File: config.mk
export PLATFORM = sky130hd
export DESIGN_NAME = input_port_rx
export DESIGN_NICKNAME = d
export VERILOG_FILES = /design/src/rtl/input_port_rx.sv
export SDC_FILE = /design/constraint.sdc
export NUM_CORES = 1
export LEC_CHECK = 0
export BUFFER_PORTS_ARGS = -buffer_cell sky130_fd_sc_hd__buf_2
export CAP_MARGIN = 20
export CORE_MARGIN = 2
export CORE_UTILIZATION = 48
export DETAILED_ROUTE_END_ITERATION = 8
export PLACE_DENSITY = 0.75
export SLEW_MARGIN = 15
export SYNTH_ARGS = -nofsm -noshare
export SYNTH_HDL_FRONTEND = slang
export SYNTH_SLANG_ARGS = --single-unit
File: constraint.sdc
create_clock -name clk -period 7.05 [get_ports clk]
set_input_delay 2.115 -clock clk [delete_from_list [all_inputs] [get_ports clk]]
set_output_delay 2.115 -clock clk [all_outputs]
set_load 0.01 [all_outputs]
File: src/rtl/input_port_rx.sv
`default_nettype none
// ============================================================================
// Module   : input_port_rx
// Purpose  : Router input-port receiver. Buffers flits from one inter-router
//            link in a first-word-fall-through FIFO and presents the head flit
//            to the switch allocator together with its XY output direction.
//            The direction chosen by a head flit is held for the rest of the
//            wormhole packet.
// Ports    : clk, rst           - clock, asynchronous active-high reset
//            link_valid_in      - upstream flit write strobe
//            link_data_in       - upstream flit
//            link_full          - back-pressure, high when occupancy == DEPTH
//            sa_valid           - head flit is presentable to the allocator
//            sa_label           - output direction (0 L,1 N,2 E,3 S,4 W)
//            sa_data            - head flit (zero when the FIFO is empty)
//            sa_ready           - allocator accepted the presented flit
//            occupancy          - FIFO fill count
//            err_pulse          - one-cycle protocol / overflow error
// Options  : TIMESTAMP_AGE_EN   - when defined, each entry carries an 8-bit
//            residency counter and the presented timestamp field is the
//            stored timestamp plus age, saturating at 255.
// Params   : DEPTH must be a power of two, at least 2.
// Revision : 1.0 - initial release
// ============================================================================
module input_port_rx #(
  parameter int DATASIZE = 40,
  parameter int DEPTH    = 4,
  parameter int MY_X     = 0,
  parameter int MY_Y     = 0
) (
  input  logic                      clk,
  input  logic                      rst,
  input  logic                      link_valid_in,
  input  logic [DATASIZE-1:0]       link_data_in,
  output logic                      link_full,
  output logic                      sa_valid,
  output logic [3:0]                sa_label,
  output logic [DATASIZE-1:0]       sa_data,
  input  logic                      sa_ready,
  output logic [$clog2(DEPTH):0]    occupancy,
  output logic                      err_pulse
);

  localparam int c_PTR_W = $clog2(DEPTH);
  localparam int c_OCC_W = c_PTR_W + 1;
  localparam logic [c_OCC_W-1:0] c_FULL    = c_OCC_W'(DEPTH);
  localparam logic [c_OCC_W-1:0] c_OCC_ONE = c_OCC_W'(1);
  localparam logic [c_PTR_W-1:0] c_PTR_ONE = c_PTR_W'(1);
  localparam logic [1:0] c_MY_X = 2'(MY_X);
  localparam logic [1:0] c_MY_Y = 2'(MY_Y);

  localparam logic [3:0] c_LBL_L = 4'd0;
  localparam logic [3:0] c_LBL_N = 4'd1;
  localparam logic [3:0] c_LBL_E = 4'd2;
  localparam logic [3:0] c_LBL_S = 4'd3;
  localparam logic [3:0] c_LBL_W = 4'd4;

  localparam logic [1:0] c_TYPE_SINGLE = 2'b00;
  localparam logic [1:0] c_TYPE_HEAD   = 2'b01;
  localparam logic [1:0] c_TYPE_BODY   = 2'b10;
  localparam logic [1:0] c_TYPE_TAIL   = 2'b11;

  typedef enum logic [0:0] {
    IDLE = 1'b0,
    PKT  = 1'b1
  } state_t;

  // Dimension-ordered routing: resolve X first, then Y.
  function automatic logic [3:0] xy_route(input logic [3:0] dst);
    if (dst[1:0] > c_MY_X)      xy_route = c_LBL_E;
    else if (dst[1:0] < c_MY_X) xy_route = c_LBL_W;
    else if (dst[3:2] > c_MY_Y) xy_route = c_LBL_S;
    else if (dst[3:2] < c_MY_Y) xy_route = c_LBL_N;
    else                        xy_route = c_LBL_L;
  endfunction

  logic [DATASIZE-1:0] mem_q [DEPTH];
  logic [DATASIZE-1:0] mem_d [DEPTH];
  logic [c_PTR_W-1:0]  wr_ptr_q, wr_ptr_d;
  logic [c_PTR_W-1:0]  rd_ptr_q, rd_ptr_d;
  logic [c_OCC_W-1:0]  occ_q, occ_d;
  state_t              state_q, state_d;
  logic [3:0]          route_q, route_d;
  logic                err_q, err_d;

  logic [DATASIZE-1:0] head_flit;
  logic [DATASIZE-1:0] head_out;
  logic [1:0]          head_type;
  logic [3:0]          head_route;
  logic                head_is_hdr;
  logic                not_empty;
  logic                push;
  logic                drop;
  logic                accept;
  logic                pop;

  assign not_empty   = (occ_q != '0);
  assign head_flit   = mem_q[rd_ptr_q];
  assign head_type   = head_flit[1:0];
  assign head_is_hdr = (head_type == c_TYPE_SINGLE) || (head_type == c_TYPE_HEAD);
  assign head_route  = xy_route(head_flit[35:32]);

  // Full is taken from the registered count, so a pop in the same cycle does
  // not open a slot for a simultaneous push.
  assign link_full = (occ_q == c_FULL);
  assign push      = link_valid_in && !link_full;

  // A body/tail reaching the head outside a packet has no route; it is
  // discarded without ever being presented.
  assign drop      = not_empty && (state_q == IDLE) && !head_is_hdr;

  assign sa_valid  = not_empty && (head_is_hdr || (state_q == PKT));
  assign sa_label  = ((state_q == PKT) && !head_is_hdr) ? route_q : head_route;
  assign accept    = sa_valid && sa_ready;
  assign pop       = accept || drop;

  assign sa_data   = not_empty ? head_out : '0;
  assign occupancy = occ_q;
  assign err_pulse = err_q;

  // A header arriving while a packet is open is an error, but it is still
  // accepted and starts a new packet.
  assign err_d = (link_valid_in && link_full) || drop ||
                 (accept && (state_q == PKT) && head_is_hdr);

`ifdef TIMESTAMP_AGE_EN
  logic [7:0] age_q [DEPTH];
  logic [7:0] age_d [DEPTH];
  logic [8:0] aged_sum;

  always_comb begin
    for (int i = 0; i < DEPTH; i++) begin
      age_d[i] = (age_q[i] == 8'hFF) ? age_q[i] : age_q[i] + 8'd1;
    end
    if (push) begin
      age_d[wr_ptr_q] = '0;
    end
  end

  assign aged_sum = {1'b0, head_flit[31:24]} + {1'b0, age_q[rd_ptr_q]};
  assign head_out = {head_flit[DATASIZE-1:32],
                     (aged_sum[8] ? 8'hFF : aged_sum[7:0]),
                     head_flit[23:0]};
`else
  assign head_out = head_flit;
`endif

  // FIFO next state
  always_comb begin
    mem_d    = mem_q;
    wr_ptr_d = wr_ptr_q;
    rd_ptr_d = rd_ptr_q;
    occ_d    = occ_q;
    if (push) begin
      mem_d[wr_ptr_q] = link_data_in;
      wr_ptr_d        = wr_ptr_q + c_PTR_ONE;
    end
    if (pop) begin
      rd_ptr_d = rd_ptr_q + c_PTR_ONE;
    end
    case ({push, pop})
      2'b10:   occ_d = occ_q + c_OCC_ONE;
      2'b01:   occ_d = occ_q - c_OCC_ONE;
      default: occ_d = occ_q;
    endcase
  end

  // Packet tracking: only accepted flits move the state, drops never do.
  always_comb begin
    state_d = state_q;
    route_d = route_q;
    if (accept) begin
      case (head_type)
        c_TYPE_HEAD: begin
          state_d = PKT;
          route_d = head_route;
        end
        c_TYPE_SINGLE: begin
          state_d = IDLE;
          route_d = head_route;
        end
        c_TYPE_BODY: state_d = PKT;
        c_TYPE_TAIL: state_d = IDLE;
      endcase
    end
  end

  always_ff @(posedge clk or posedge rst) begin
    if (rst) begin
      for (int i = 0; i < DEPTH; i++) begin
        mem_q[i] <= '0;
`ifdef TIMESTAMP_AGE_EN
        age_q[i] <= '0;
`endif
      end
      wr_ptr_q <= '0;
      rd_ptr_q <= '0;
      occ_q    <= '0;
      state_q  <= IDLE;
      route_q  <= '0;
      err_q    <= 1'b0;
    end else begin
      for (int i = 0; i < DEPTH; i++) begin
        mem_q[i] <= mem_d[i];
`ifdef TIMESTAMP_AGE_EN
        age_q[i] <= age_d[i];
`endif
      end
      wr_ptr_q <= wr_ptr_d;
      rd_ptr_q <= rd_ptr_d;
      occ_q    <= occ_d;
      state_q  <= state_d;
      route_q  <= route_d;
      err_q    <= err_d;
    end
  end

endmodule
`default_nettype wire

==> results of run 1 <==
## worst max-delay path: stages (launching register included)
cell	delay (ns)
dfrtp_2	0.88
buf_4	0.53
mux4_1	0.70
nor2b_1	0.17
buf_2	0.16
## kinds of logic (layout without fill, tap and decap cells)
family,Yosys count,in the layout,synth area share
adders and majority gates,6,6,0.0105
buffers and inverters,40,137,0.0317
xor gates and xnor gates,6,6,0.00670
DFF,171,171,0.546
muxes,203,203,0.351
and+or+nand+nor,64,64,0.0490
AOI/OAI and AO/OA,8,8,0.00542
other,1,3,0.000478
## stage by stage
stage	cell area, µm²	std cells	power [mW]	setup slack, ns	hold slack, ns
2_1_floorplan	7850	500	3.32	0.303	0.456
3_3_place_gp	8430	782	3.82	2.45	0.468
3_5_place_dp	8430	782	3.93	2.43	0.480
4_1_cts	9060	813	4.94	1.97	0.498
5_1_grt	9060	814	5.19	1.84	0.504
6_report	9060	814	4.88	2.05	0.489
## metal layers
| layer | vias up | global-route usage | wire (µm) |
|---|---|---|---|
| met5 | - | 0 | 0 |
| met4 | 0 | 0.0664 | 207 |
| met3 | 14 | 0.0373 | 498 |
| met2 | 87 | 0.318 | 7910 |
| met1 | 2291 | 0.241 | 6850 |
| li1 | 1976 | - | - |
## power groups by stage
stage | logic, mW | registers [mW] | clock network, mW
finish | 2.05 | 1.83 | 0.998
global route | 2.23 | 1.90 | 1.06
CTS | 2.09 | 1.83 | 1.02
detailed placement | 2.09 | 1.84 | 0
global placement | 2.02 | 1.80 | 0
floorplan | 1.65 | 1.67 | 0
## worst max path at each step
stage | start | to | slack, ns | cells after the start
3_5_place_dp | rd_ptr_q[0] | sa_data[0] | 2.43 | 4
3_3_place_gp | rd_ptr_q[0] | sa_data[0] | 2.45 | 4
5_1_grt | rd_ptr_q[0] | sa_data[0] | 1.84 | 4
6_report | rd_ptr_q[0] | sa_data[0] | 2.05 | 4
4_1_cts | rd_ptr_q[0] | sa_data[0] | 1.97 | 4
2_1_floorplan | rst | err_pulse | 0.30 | 1
## cell type report
cell class	instances	area, µm²
Tap cell	216	270
Timing Repair Buffer	98	508
Clock buffer	18	429
Multi-Input combinational cell	289	3340
Fill cell	1275	6880
Clock inverter	13	200
Antenna cell	1	2.50
Sequential cell	171	4280
Inverter	8	37.5
## synth_stat cells, drive strengths merged (2+ instances only)
cell type / n
nor2: 7
clkbuf: 5
nor2b: 42
nand2: 9
inv: 8
dfrtp: 171
nor3b: 4
ha: 5
xor2: 4
buf: 27
a31oi: 2
nor3: 2
mux2: 162
a21oi: 3
xnor2: 2
o21ai: 3
mux4: 40
## registers in the layout, indices dropped and copies added, names as in the netlist
signal     cells
mem_q        160
occupancy      3
rd_ptr_q       2
route_q        2
wr_ptr_q       2
err_pulse      1
state_q        1
==> qor.txt, run 1 <==
EDFF count, synth: 0
Post-synth top area share: 0.546
Slew Limit Fails: 0
Sequential share of the synthesized area: 0.546
Critical Path RT: 4.93 ns
Clock Path Buffers: 2
Most common cell after layout, fill and taps aside: dfrtp_1
Top cells by area, synth: dfrtp_1 (55%), mux2_2 (21%), mux4_2 (11%)
DRC: 0
RSZ-0062 raised after global routing: no
Post-CTS sizing: 0
Vias in the first global route: 4,799
Yosys warns: 0
WHS Endpoint: mem_q[137]
Die area: 17,400 µm²
Hold Crit Class: reg -> reg
CTS Hold Buffers Added: 0
Reg-to-reg slack, setup: 3.79 ns
Worst-path clk slew: 0.06 ns
Initial Util: 0.492
NumNets Final: 635
CTS sink cnt: 171
FFs w/ async S/R, synth: 1.00
Die H: 132 µm
Core area: 15,900 µm²
Clock Skew: 0.00572 ns
Largest net degree at the start of global routing: 122
Initial antenna violation count: 1
Syn_area_per_cell: 15.7 µm²
PwrDens: 538 nW/µm²
Min-Delay Startpoint: mem_q[137]
DR vias: 4,368
H-Tree Depth: 4
Post-CTS setup buffer count: 0
Worst Max-Slew Pin Slew: 1.15 ns
FMAX: 200 MHz
Total CTS buffers: 17
Setup crit start kind: flip-flop
Crit Path Category: reg -> out
Clk root buf: clkbuf_16
Fin. Hold Viols: 0
CTS tree: done
CP max FO: 22
First drt pass iteration count: 4
I/O Pins: 94
Worst slew margin: 0.236
Reg-to-Reg End: occupancy[2]
DRT iter0 DRCs: 138
Crit path DAT: 2.88 ns
Switching power: 1.56 mW
Dpl hpwl: 9620 µm
R2r startpoint: rd_ptr_q[1]
Leakage: 4.00 nW
Gate Count Post-Synth: 499
Area added between synthesis and finish: 15.6%
Min cycle time layout: 5.00 ns
Cell Int Power: 3.32 mW
WHS Path Cells: 1
Netlist cell types: 28
VDD IR-drop max: 0.256 mV
Final ANT Viol Nets: 0
GRT Util Overall: 0.187
Clk Latency, worst-skew pair: 0.42 ns
GP Congestion: 0.733
Die Width: 132 µm
Share of layout cells above drive strength 1: 0.543
Final core utilization: 0.569
Max_cap viols: 0
Prevailing post-synth register cell: dfrtp_1
Global-route wire length before repair: 25,400 µm
Post-Syn Area: 7840 µm²
Most frequent cells in the layout: dfrtp_1 (169), mux2_2 (148), buf_2 (91)
Tcrit/Tclk final: 0.709
Combinational group share of total power: 0.421
Status: finished clean
Buffers on Ports: 91
Setup TNS: 0 ns
Cell taking the most area after synthesis: dfrtp_1
Switching part of the total power: 0.320
Flop pwr share: 0.374
GRT overflow: 0
Cell Rows: 46
Detailed Route WL: 15,500 µm
CP endpoint kind: output port
R2R depth: 9
Via/cell ratio: 5.37
Final setup fails: 0
Drt wl/cell: 19.0 µm
#FFs+latches synth: 171
Clock power share: 0.205
Power figures use the tool's default switching activity.
==> run 2: changes to the inputs <==
==> constraint.sdc (replaced) <==
create_clock -name clk -period 4.5 [get_ports clk]
set_input_delay 1.35 -clock clk [delete_from_list [all_inputs] [get_ports clk]]
set_output_delay 1.35 -clock clk [all_outputs]
set_load 0.01 [all_outputs]
==> run 2 against run 1 <==
Compared with the run above: non-clock buffer count up 4; combinational power up 61%; setup slack worse by 1.5 ns.
==> qor.txt, run 2 (synthesis gave the netlist of run 1 again) <==
GRT Util Overall: 0.197 (was 0.187)
WHS Endpoint: mem_q[64] (was mem_q[137])
Core area: 15,900 µm² (unchanged)
Initial antenna violation count: 2 (was 1)
Dpl hpwl: 10,200 µm (was 9620 µm)
Setup TNS: 0 ns (unchanged)
Drt wl/cell: 19.7 µm (was 19.0 µm)
Min cycle time layout: 3.94 ns
H-Tree Depth: 4 (unchanged)
Die H: 132 µm (unchanged)
Largest net degree at the start of global routing: 96 (was 122)
Final ANT Viol Nets: 0 (unchanged)
Initial Util: 0.492 (unchanged)
Most common cell after layout, fill and taps aside: dfrtp_1 (unchanged)
Die Width: 132 µm (unchanged)
Worst-path clk slew: 0.06 ns (about the same)
Die area: 17,400 µm² (unchanged)
Global-route wire length before repair: 26,800 µm (was 25,400 µm)
Reg-to-reg slack, setup: 1.61 ns (was 3.79 ns)
Detailed Route WL: 16,200 µm (was 15,500 µm)
WHS Path Cells: 1 (unchanged)
Fin. Hold Viols: 0 (unchanged)
GP Congestion: 0.763 (was 0.733)
Buffers on Ports: 91 (unchanged)
NumNets Final: 639 (was 635)
CP max FO: 20 (was 22)
Status: finished clean (unchanged)
Max reg flops: 160 (unchanged)
Via/cell ratio: 5.48 (was 5.37)
Post-CTS setup buffer count: 0 (unchanged)
DRT iter0 DRCs: 246 (was 138)
R2R depth: 9 (unchanged)
Hold Crit Class: reg -> reg (unchanged)
Most frequent cells in the layout: dfrtp_1 (169), mux2_2 (148), buf_2 (91) (unchanged)
Crit Path Category: reg -> out (unchanged)
I/O Pins: 94 (unchanged)
Final setup fails: 0 (unchanged)
PwrDens: 850 nW/µm² (was 538 nW/µm²)
CTS tree: done (unchanged)
Leakage: 4.05 nW (was 4.00 nW)
Clock Path Buffers: 2 (unchanged)
Max_cap viols: 0 (unchanged)
Slew Limit Fails: 0 (unchanged)
Cell Rows: 46 (unchanged)
Critical Path RT: 3.15 ns (was 4.93 ns)
Final core utilization: 0.574 (was 0.569)
VDD IR-drop max: 0.362 mV (was 0.256 mV)
Total CTS buffers: 17 (unchanged)
DRC: 0 (unchanged)
Reg-to-Reg End: occupancy[2] (unchanged)
FMAX: 254 MHz
Vias in the first global route: 4,947 (was 4,799)
Most flops, register: mem_q (unchanged)
CP endpoint kind: output port (unchanged)
Worst Max-Slew Pin Slew: 0.775 ns (was 1.15 ns)
Clk Latency, worst-skew pair: 0.43 ns (was 0.42 ns)
GRT overflow: 0 (unchanged)
DR vias: 4,497 (was 4,368)
CTS sink cnt: 171 (unchanged)
CTS Hold Buffers Added: 0 (unchanged)
Share of layout cells above drive strength 1: 0.545 (was 0.543)
Worst slew margin: 0.484 (was 0.236)
Area added between synthesis and finish: 16.8% (was 15.6%)
Setup crit start kind: flip-flop (unchanged)
R2r startpoint: rd_ptr_q[0] (was rd_ptr_q[1])
RSZ-0062 raised after global routing: no (unchanged)
Min-Delay Startpoint: mem_q[64] (was mem_q[137])
Clock Skew: 0.0105 ns (was 0.00572 ns)
Tcrit/Tclk final: 0.876
Crit path DAT: 2.59 ns (was 2.88 ns)
First drt pass iteration count: 4 (unchanged)
Clk root buf: clkbuf_16 (unchanged)
Post-CTS sizing: 0 (unchanged)
==> run 2: worst max-delay path, cell delays in order, from the launching register on <==
cell and delay (ns):
dfrtp_2 0.80, buf_4 0.38, mux4_1 0.65, nor2b_1 0.16, buf_2 0.16
==> run 2: routing by layer <==
metal / GRT usage / wire [µm] / vias up
met5: 0 / 0 / -
met2: 0.318 / 8060 / 83
met4: 0.0815 / 357 / 0
met1: 0.258 / 7180 / 2406
met3: 0.0465 / 554 / 26
li1: - / - / 1982
==> run 2: report_power, final <==
group / leakage, nW / switching (mW) / internal (mW) / total [mW]
combinational: 1.69 / 1.39 / 1.90 / 3.30
clock: 0.328 / 0.591 / 1.05 / 1.64
sequential: 2.03 / 0.513 / 2.33 / 2.85
==> run 2: worst max-delay path by stage <==
stage | to | from | depth (start not counted) | slack, ns
floorplan | err_pulse | rst | 1 | 0.97
global placement | sa_data[0] | rd_ptr_q[0] | 4 | 0.99
detailed placement | mem_q[42] | link_valid_in | 5 | 0.97
CTS | sa_data[0] | rd_ptr_q[0] | 4 | 0.52
global route | sa_data[0] | rd_ptr_q[0] | 4 | 0.41
finish | sa_data[0] | rd_ptr_q[0] | 4 | 0.56
==> run 2: area by class of cell <==
cell class	instances	area, µm²
fillers	1249	6780
multi-input cells	289	3340
diodes	2	5.00
well taps	216	270
repair buffers	102	563
flip-flops and latches	171	4280
clock inverters	9	181
inverters	8	33.8
clock buffers	23	488
==> run 2: metrics by stage <==
step	std cells	hold slack, ns	worst slack, ns	cell area [µm²]	power [mW]
final	820	0.485	0.560	9160	7.78
after global routing	818	0.509	0.409	9150	8.26
after CTS	818	0.490	0.524	9150	7.86
after detailed placement	786	0.476	0.970	8480	6.20
after global placement	786	0.468	0.988	8480	6.02
after floorplan	500	0.456	0.967	7850	5.21
==> run 3: changes to the inputs <==
--- a/config.mk
+++ b/config.mk
@@ -7,10 +7,12 @@
 export LEC_CHECK = 0
 export BUFFER_PORTS_ARGS = -buffer_cell sky130_fd_sc_hd__buf_2
 export CAP_MARGIN = 20
+export CORE_ASPECT_RATIO = 1.75
 export CORE_MARGIN = 2
-export CORE_UTILIZATION = 48
+export CORE_UTILIZATION = 53
 export DETAILED_ROUTE_END_ITERATION = 8
-export PLACE_DENSITY = 0.75
+export HOLD_SLACK_MARGIN = 0.02
+export PLACE_DENSITY = 0.82
 export SLEW_MARGIN = 15
 export SYNTH_ARGS = -nofsm -noshare
 export SYNTH_HDL_FRONTEND = slang
==> run 3 against run 2 <==
Compared with the run above: setup slack better by 0.016 ns; first-iteration DRC count fell by 11%; die area decreased by 8.9%; critical path type unchanged; highest routed layer unchanged.
==> qor.txt, run 3 (synthesis gave the netlist of run 1 again) <==
Share of layout cells above drive strength 1: 0.548 (was 0.545)
Worst Max-Slew Pin Slew: 0.713 ns (was 0.775 ns)
Status: finished clean (unchanged)
Most common cell after layout, fill and taps aside: dfrtp_1 (unchanged)
Final ANT Viol Nets: 0 (unchanged)
Slew Limit Fails: 0 (unchanged)
R2r startpoint: rd_ptr_q[1] (was rd_ptr_q[0])
RSZ-0062 raised after global routing: no (unchanged)
Cell Rows: 58 (was 46)
Dpl hpwl: 10,400 µm (was 10,200 µm)
Vias in the first global route: 4,846 (was 4,947)
Total CTS buffers: 17 (unchanged)
Setup crit start kind: flip-flop (unchanged)
R2R depth: 9 (unchanged)
Most frequent cells in the layout: dfrtp_1 (169), mux2_2 (148), buf_2 (91) (unchanged)
Final WS setup: 0.576 ns (was 0.560 ns)
Crit Path Category: reg -> out (unchanged)
Most flops, register: mem_q (unchanged)
Switching power: 2.50 mW (was 2.49 mW)
Drt wl/cell: 20.4 µm (was 19.7 µm)
Final setup fails: 0 (unchanged)
Reg-to-Reg End: occupancy[2] (unchanged)
Hold Crit Class: reg -> reg (unchanged)
CTS sink cnt: 171 (unchanged)
Min cycle time layout: 3.92 ns (was 3.94 ns)
Worst-path clk slew: 0.06 ns (about the same)
Initial Util: 0.543 (was 0.492)
Initial antenna violation count: 0 (was 2)
Clk Latency, worst-skew pair: 0.41 ns (was 0.43 ns)
Clock Path Buffers: 2 (unchanged)
FMAX: 255 MHz (was 254 MHz)
Worst slew margin: 0.524 (was 0.484)
Cell Int Power: 5.14 mW (was 5.29 mW)
I/O Pins: 94 (unchanged)
Diode count: 0 (was 2)
Switching part of the total power: 0.327 (was 0.321)
DRT iter0 DRCs: 220 (was 246)
DR vias: 4,427 (was 4,497)
Area added between synthesis and finish: 15.7% (was 16.8%)
Critical Path RT: 3.15 ns (about the same)
GP Congestion: 0.754 (was 0.763)
Max reg flops: 160 (unchanged)
GRT Util Overall: 0.220 (was 0.197)
Clock Skew: 0.0112 ns (was 0.0105 ns)
Largest net degree at the start of global routing: 76 (was 96)
Fin. Hold Viols: 0 (unchanged)
Reg-to-reg slack, setup: 1.70 ns (was 1.61 ns)
Via/cell ratio: 5.65 (was 5.48)
Clock power share: 0.193 (was 0.211)
Leakage: 4.03 nW (was 4.05 nW)
Post-CTS sizing: 0 (unchanged)
DRC: 0 (unchanged)
Post-CTS setup buffer count: 0 (unchanged)
Max_cap viols: 0 (unchanged)
Flop pwr share: 0.371 (was 0.366)
Crit path DAT: 2.57 ns (was 2.59 ns)
WHS Endpoint: mem_q[33] (was mem_q[64])
CP max FO: 15 (was 20)
Buffers on Ports: 91 (unchanged)
CP endpoint kind: output port (unchanged)
Clk root buf: clkbuf_16 (unchanged)
H-Tree Depth: 4 (unchanged)
Min-Delay Startpoint: mem_q[33] (was mem_q[64])
CTS tree: done (unchanged)
Die Width: 96.0 µm (was 132 µm)
Tcrit/Tclk final: 0.872 (was 0.876)
Die area: 15,800 µm² (was 17,400 µm²)
Detailed Route WL: 16,000 µm (was 16,200 µm)
Global-route wire length before repair: 25,600 µm (was 26,800 µm)
PwrDens: 841 nW/µm² (was 850 nW/µm²)
Pre-CTS setup slack: 0.968 ns (was 0.970 ns)
Setup TNS: 0 ns (unchanged)
VDD IR-drop max: 0.371 mV (was 0.362 mV)
Combinational group share of total power: 0.436 (was 0.424)
Die H: 165 µm (was 132 µm)
Final core utilization: 0.628 (was 0.574)
First drt pass iteration count: 4 (unchanged)
NumNets Final: 641 (was 639)
WHS Path Cells: 1 (unchanged)
GRT overflow: 0 (unchanged)
CTS Hold Buffers Added: 0 (unchanged)
Core area: 14,400 µm² (was 15,900 µm²)
[run 3: per-stage QoR]
stage	instances	power, mW	area (µm²)	hold slack, ns
floorplan	500	5.21	7850	0.456
global placement	751	6.03	8450	0.469
detailed placement	751	6.22	8450	0.478
CTS	783	7.72	9060	0.491
global route	784	8.11	9080	0.496
finish	784	7.64	9080	0.488
[run 3: critical path, stage by stage, from the launching register on]
cell	delay, ns
dfrtp_2	0.66
buf_4	0.31
mux4_2	0.58
nor3_1	0.28
mux2_2	0.20
buf_2	0.12
[run 3: power groups by stage]
stage / registers (mW) / logic (mW) / clock network [mW]
finish: 2.83 / 3.33 / 1.47
global placement: 2.78 / 3.25 / 0
detailed placement: 2.86 / 3.36 / 0
global route: 2.93 / 3.62 / 1.56
CTS: 2.84 / 3.39 / 1.49
floorplan: 2.62 / 2.59 / 0
[run 3: final cells by class]
type / count / area [µm²]
fillers: 1082 / 5370
clock buffers: 23 / 498
well taps: 180 / 225
clock inverters: 9 / 111
multi-input cells: 289 / 3340
repair buffers: 104 / 591
inverters: 8 / 33.8
flip-flops and latches: 171 / 4280
[run 3: metal layers]
metal,GRT usage,up-vias,routed length [µm]
li1,-,1985,-
met1,0.263,2354,6180
met2,0.395,71,9070
met3,0.0356,17,470
met4,0.0792,0,237
met5,0,-,0
[run 3: worst max path at each step]
stage,startpoint,end
after floorplan,rst,err_pulse
after global placement,rd_ptr_q[0],sa_data[22]
after detailed placement,rd_ptr_q[0],sa_label[0]
after CTS,rd_ptr_q[0],sa_label[0]
after global routing,rd_ptr_q[0],sa_data[18]
final,rd_ptr_q[0],sa_label[0]
